**config.mk**
```make
export PLATFORM = sky130hd
export DESIGN_NAME = quadrature_generator
export DESIGN_NICKNAME = d
export VERILOG_FILES = /design/src/rtl/quadrature_generator_pkg.sv /design/src/rtl/quadrature_generator_dwell_timer.sv /design/src/rtl/quadrature_generator.sv
export SDC_FILE = /design/constraint.sdc
export NUM_CORES = 1
export LEC_CHECK = 0
export BUFFER_PORTS_ARGS = -buffer_cell sky130_fd_sc_hd__buf_2
export CAP_MARGIN = 20
export CORE_MARGIN = 2
export CORE_UTILIZATION = 45
export DETAILED_ROUTE_END_ITERATION = 6
export PLACE_DENSITY = 0.68
export SLEW_MARGIN = 20
export SYNTH_ARGS = -nofsm -noshare
export SYNTH_HDL_FRONTEND = slang
export SYNTH_HIERARCHICAL = 1
export SYNTH_SLANG_ARGS = --single-unit
```
**constraint.sdc**
```tcl
create_clock -name CLK -period 4.4 [get_ports CLK]
set_input_delay 0.44 -clock CLK [delete_from_list [all_inputs] [get_ports CLK]]
set_output_delay 0.44 -clock CLK [all_outputs]
set_load 0.05 [all_outputs]
```
**src/rtl/quadrature_generator_pkg.sv**
```systemverilog
// Shared definitions for the quadrature generator: FSM states, the
// per-direction Gray phase tables and the detent rest state.
package quadrature_generator_pkg;

    typedef enum logic [1:0] {
        ST_IDLE  = 2'd0,
        ST_RUN   = 2'd1,
        ST_GUARD = 2'd2,
        ST_FIN   = 2'd3
    } quad_state_t;

    // Both phases high: the detent rest position of a pulled-up encoder.
    localparam logic [1:0] PH_REST = 2'b11;

    // Gray phase tables as (A,B); entry 3 always lands back on the rest state.
    localparam logic [1:0] CW_SEQ_0  = 2'b01;
    localparam logic [1:0] CW_SEQ_1  = 2'b00;
    localparam logic [1:0] CW_SEQ_2  = 2'b10;
    localparam logic [1:0] CW_SEQ_3  = 2'b11;
    localparam logic [1:0] CCW_SEQ_0 = 2'b10;
    localparam logic [1:0] CCW_SEQ_1 = 2'b00;
    localparam logic [1:0] CCW_SEQ_2 = 2'b01;
    localparam logic [1:0] CCW_SEQ_3 = 2'b11;

    // Phase value for step idx (0..3) of a detent in the given direction.
    function automatic logic [1:0] phase_seq(input logic cw, input logic [1:0] idx);
        logic [1:0] ph;
        case (idx)
            2'd0:    ph = cw ? CW_SEQ_0 : CCW_SEQ_0;
            2'd1:    ph = cw ? CW_SEQ_1 : CCW_SEQ_1;
            2'd2:    ph = cw ? CW_SEQ_2 : CCW_SEQ_2;
            default: ph = cw ? CW_SEQ_3 : CCW_SEQ_3;
        endcase
        return ph;
    endfunction

endpackage

```
**src/rtl/quadrature_generator_dwell_timer.sv**
```systemverilog
// Reloadable down-counter that emits a single-cycle tick p_DWELL cycles
// after each load. Reusable for debounce and pacing.
module quad_dwell_timer #(
    parameter int p_DWELL = 1000
) (
    input  logic CLK,
    input  logic RST,
    input  logic load,
    output logic tick
);

    localparam int W = (p_DWELL > 2) ? $clog2(p_DWELL) : 1;
    localparam logic [W-1:0] RELOAD = W'(p_DWELL - 1);

    logic [W-1:0] cnt;
    logic         armed;

    // Tick only once per load; the armed flag stops a parked zero from re-firing.
    assign tick = armed && (cnt == '0);

    // Count down from p_DWELL-1 after a load; a load on the tick cycle re-arms.
    always_ff @(posedge CLK) begin
        if (RST) begin
            armed <= 1'b0;
        end else if (load) begin
            armed <= 1'b1;
            cnt   <= RELOAD;
        end else begin
            if (tick) begin
                armed <= 1'b0;
            end
            if (cnt != '0) begin
                cnt <= cnt - 1'b1;
            end
        end
    end

endmodule

```
**src/rtl/quadrature_generator.sv**
```systemverilog
// Quadrature (A/B) encoder emulator: emits p_CNT_W-counted detents in either
// direction, spaced p_DWELL cycles per transition, with optional injection
// of one illegal double-toggle at command start.
module quadrature_generator
    import quadrature_generator_pkg::*;
#(
    parameter int p_DWELL = 1000,
    parameter int p_CNT_W = 8
) (
    input  logic               CLK,
    input  logic               RST,
    input  logic               i_step_valid,
    input  logic               i_step_cw,
    input  logic [p_CNT_W-1:0] i_step_cnt,
    input  logic               i_step_err,
    output logic               o_step_ready,
    output logic               o_phase_a,
    output logic               o_phase_b,
    output logic               o_busy,
    output logic               o_done
);

    quad_state_t        state;
    logic [1:0]         phase;
    logic [1:0]         seq_idx;
    logic [p_CNT_W-1:0] detents_left;
    logic               cmd_cw;
    logic               accept;
    logic               tick;
    logic               timer_load;

    assign accept    = i_step_valid && o_step_ready;
    assign o_phase_a = phase[1];
    assign o_phase_b = phase[0];

    // Restart the dwell interval on every emitted transition, including the first.
    always_comb begin
        timer_load = 1'b0;
        if (accept && (i_step_cnt != '0)) begin
            timer_load = 1'b1;
        end else if ((state == ST_RUN) && tick) begin
            timer_load = 1'b1;
        end
    end

    quad_dwell_timer #(
        .p_DWELL (p_DWELL)
    ) u_dwell (
        .CLK  (CLK),
        .RST  (RST),
        .load (timer_load),
        .tick (tick)
    );

    // Command FSM with registered phase/handshake outputs; FIN doubles as an
    // accept slot so commands can run back-to-back.
    always_ff @(posedge CLK) begin
        if (RST) begin
            state        <= ST_IDLE;
            phase        <= PH_REST;
            o_step_ready <= 1'b0;
            o_busy       <= 1'b0;
            o_done       <= 1'b0;
        end else begin
            o_done <= 1'b0;
            case (state)
                ST_IDLE, ST_FIN: begin
                    state        <= ST_IDLE;
                    o_step_ready <= 1'b1;
                    o_busy       <= 1'b0;
                    if (accept) begin
                        cmd_cw <= i_step_cw;
                        if (i_step_cnt == '0) begin
                            // Empty command: complete immediately, error flag ignored.
                            state  <= ST_FIN;
                            o_done <= 1'b1;
                        end else begin
                            state        <= ST_RUN;
                            o_step_ready <= 1'b0;
                            o_busy       <= 1'b1;
                            detents_left <= i_step_cnt;
                            if (i_step_err) begin
                                // Jump straight to 00, then resume the detent at step 2.
                                phase   <= 2'b00;
                                seq_idx <= 2'd2;
                            end else begin
                                phase   <= phase_seq(i_step_cw, 2'd0);
                                seq_idx <= 2'd1;
                            end
                        end
                    end
                end
                ST_RUN: begin
                    if (tick) begin
                        phase   <= phase_seq(cmd_cw, seq_idx);
                        seq_idx <= seq_idx + 2'd1;
                        if (seq_idx == 2'd3) begin
                            detents_left <= detents_left - 1'b1;
                            if (detents_left == {{(p_CNT_W-1){1'b0}}, 1'b1}) begin
                                state <= ST_GUARD;
                            end
                        end
                    end
                end
                ST_GUARD: begin
                    if (tick) begin
                        state        <= ST_FIN;
                        o_done       <= 1'b1;
                        o_step_ready <= 1'b1;
                        o_busy       <= 1'b0;
                    end
                end
                default: begin
                    state <= ST_IDLE;
                end
            endcase
        end
    end

endmodule
```
==> flow_summary.ini <==
[floorplan]
core_sq_um = 3630
initial_utilization_pct = 46.5
rows = 22
io_pins = 18
die-area_sq_um = 4260
die_w_um = 65.3
chipHeight_um = 65.3

[power_and_ir_drop]
power_density_nw_per_um2 = 547
p_switching_uw = 386
switching_share_pct = 36.6
irDropWorstVdd_mv = 0.277
power.leakage_nw = 0.748
internal_power_uw = 669
clockPowerShare_pct = 23.7
combPwrFrac_pct = 34.6
pwr-share-seq_pct = 41.7

[run_status]
outcome = finished, final reports clean

[cells_and_area]
drive_gt1_share_pct = 21.5
antenna_cells = 0
instances_no_fill = 234
fillers = 354
fin_nets = 206
area_delta_synth_final_pct = 14.1

[logic_synthesis]
ys_ff_latch = 29
synth_warnings = 6
synth-edff-count = 21
synth_cells = 164
yosysTopAreaCell = edfxtp_1
ys_top_cells_by_area = edfxtp_1 37%, dfxtp_1 9.5%, ha_1 5.9%
synthFlopType = edfxtp_1
ys_seq_area_share_pct = 46.8
yosysUniqueCellTypes = 40
syn-num-nets = 185
synth_area_sq_um = 1690
syn_avg_cell_area_sq_um = 10.3
async_flop_share_pct = 0
synth_top_area_share_pct = 37.3

[critical_path]
crit_fanout = 10
required_ns = 4.31
startpoint_type = flop
r2r-start = u_dwell/cnt[3]$_SDFFCE_PP0P_
critPathArrivalTime_ns = 3.35
reg2reg_to = u_dwell/cnt[1]$_SDFFCE_PP1P_
reg2regPathDepth = 7
r2r_slack_ns = 0.96
crit_type = reg2reg
worstSetupEndpointType = flop

[sta]
finalMaxSlewViolations = 0
finClkSkew_ns = 0.00518
fin_tns_setup_ns = 0
rsz0062_at_grt = false
fin_hold_ws_ns = 0.355
period_minus_slack_ns = 3.44
min_period_over_period_pct = 78.3
hold_viol_final = 0
setup_viol = 0
worst_pin_slew_ns = 0.961
timing.fmax_mhz = 290
relSlewSlack_pct = 36.0

[cts]
cts_tree = done
cts-root-buf = clkbuf_8
htree_levels = 2
clk_latency_ns = 0.29
cts_hold_buf = 0
clock_sink_count = 29
cts.repair.resized = 0
post_cts_buffers = 0
cts_buffer_depth = 2
path_clk_slew_ns = 0.07
cts_buffers = 5

[routing]
vias = 1253
drt_iter0_drc = 104
routedWlPerCell_um = 14.1
drtPass1Iterations = 4
drc = 0
antenna_left = 0
drt-total-wl_um = 3300
via_per_inst = 5.35

[min_path]
min-delay-start = i_step_cw
hp-class = in2reg
min_to = cmd_cw$_DFFE_PP_
holdPathStages = 1

[place]
routabilityCongestion = 0.796
dp.cells = 226
numPortBuffers = 17
dpl.hpwl_um = 2410

[flow_run]
cap_violations = 0

[grt]
grt_pass1_vias = 1166
antenna_found_initial = 0
grt_pass1_wl_um = 5440
grt_max_degree = 25
grt-ovfl-total = 0
grtUsageTotal_pct = 17.5
==> synthesized netlist by cell type (3+ instances only) <==
cell type,instances
a21oi_1,9
clkbuf_1,3
dfxtp_1,8
edfxtp_1,21
ha_1,8
inv_1,11
mux2i_1,6
nand2_1,7
nand2b_1,4
nand3_1,6
nor2_1,23
nor2b_1,4
nor3_1,5
o21ai_0,5
o31ai_1,3
or3_1,3
or4_4,4
xnor2_1,4
xor2_1,3
==> worst max-delay path: stages, from the launching register on <==
cell,delay [ns]
edfxtp_1,0.47
or4_4,0.59
nor4b_2,0.35
and2_1,0.25
nand2_1,0.11
nand2_1,0.21
clkinv_1,0.26
a21oi_1,0.82
==> flip-flops by register name, summed over array words and instances (netlist names) <==
signal / cells
phase: 2
o_done: 1
o_busy: 1
cmd_cw: 1
u_dwell/cnt: 10
state: 2
detents_left: 8
u_dwell/armed: 1
o_step_ready: 1
seq_idx: 2
==> cell usage in the layout (no fill, tap or decap), types with 4 or more instances in the layout <==
cell type,instances
nor3_1,5
a21oi_1,9
ha_1,8
o21ai_0,5
inv_1,11
xnor2_1,4
dfxtp_1,8
mux2i_1,6
nand3_1,6
edfxtp_1,21
buf_2,17
nor2_1,23
nand2b_1,4
nor2b_1,4
or4_4,4
nand2_1,7
clkbuf_8,7
==> area by class of cell <==
| class | count | area [sq um] | area share, % |
|---|---|---|---|
| sequential | 29 | 791 | 41.0 |
| multi-input combinational | 119 | 840 | 43.5 |
| clock inverter | 1 | 5.00 | 0.259 |
| clock buffer | 7 | 96.3 | 4.99 |
| tap | 48 | 60.1 | 3.11 |
| timing repair buffer | 18 | 92.6 | 4.80 |
| inverter | 12 | 45.0 | 2.33 |
==> power groups by stage <==
stage               clock network (mW)  registers [mW]  logic [mW]
finish                           0.250           0.440       0.365
CTS                              0.259           0.441       0.367
global route                     0.268           0.450       0.401
detailed placement                   0           0.446       0.365
global placement                     0           0.441       0.353
floorplan                            0           0.471       0.249
==> per-layer routing <==
| layer | track usage, % | part of all wire (%) | vias to the layer above | wire length (um) |
|---|---|---|---|---|
| met5 | 0 | 0 | - | 0 |
| met4 | 10.2 | 2.5 | 0 | 84 |
| met3 | 6.16 | 3.5 | 5 | 114 |
| met2 | 26.9 | 48 | 21 | 1570 |
| met1 | 21.1 | 46 | 589 | 1530 |
| li1 | - | - | 638 | - |
==> stage by stage <==
| step | util (%) | cell area [sq um] | power, mW | setup slack [ns] |
|---|---|---|---|---|
| after floorplan | - | 1690 | 0.721 | 1.50 |
| after global placement | 50.3 | 1830 | 0.793 | 1.13 |
| after detailed placement | 50.3 | 1830 | 0.811 | 0.978 |
| after CTS | 53.1 | 1930 | 1.07 | 0.958 |
| after global routing | 53.1 | 1930 | 1.12 | 0.714 |
| final | 53.1 | 1930 | 1.06 | 0.956 |
==> how the worst max path moves through the flow <==
stage                            startpoint                      endpoint  slack (ns)  depth (start not counted)
4_1_cts        u_dwell/cnt[3]$_SDFFCE_PP0P_  u_dwell/cnt[1]$_SDFFCE_PP1P_        0.96                          7
3_3_place_gp   u_dwell/cnt[3]$_SDFFCE_PP0P_  u_dwell/cnt[6]$_SDFFCE_PP1P_        1.13                          7
2_1_floorplan  u_dwell/cnt[3]$_SDFFCE_PP0P_     detents_left[0]$_DFFE_PP_        1.50                          6
3_5_place_dp   u_dwell/cnt[3]$_SDFFCE_PP0P_  u_dwell/cnt[7]$_SDFFCE_PP1P_        0.98                          7
6_report       u_dwell/cnt[3]$_SDFFCE_PP0P_  u_dwell/cnt[1]$_SDFFCE_PP1P_        0.96                          7
5_1_grt        u_dwell/cnt[3]$_SDFFCE_PP0P_  u_dwell/cnt[1]$_SDFFCE_PP1P_        0.71                          7
==> logic make-up after synthesis <==
logic type	count (synthesis)	synth area share [%]
adder cells (fa/ha/maj)	8	5.92
AO/OA/AOI/OAI	28	11.6
XOR/XNOR	7	3.63
buffers and inverters	16	3.55
multiplexers	8	4.89
AND/OR/NAND/NOR	68	23.6
flip-flops	29	46.8
(Power assumes the default switching activity.)
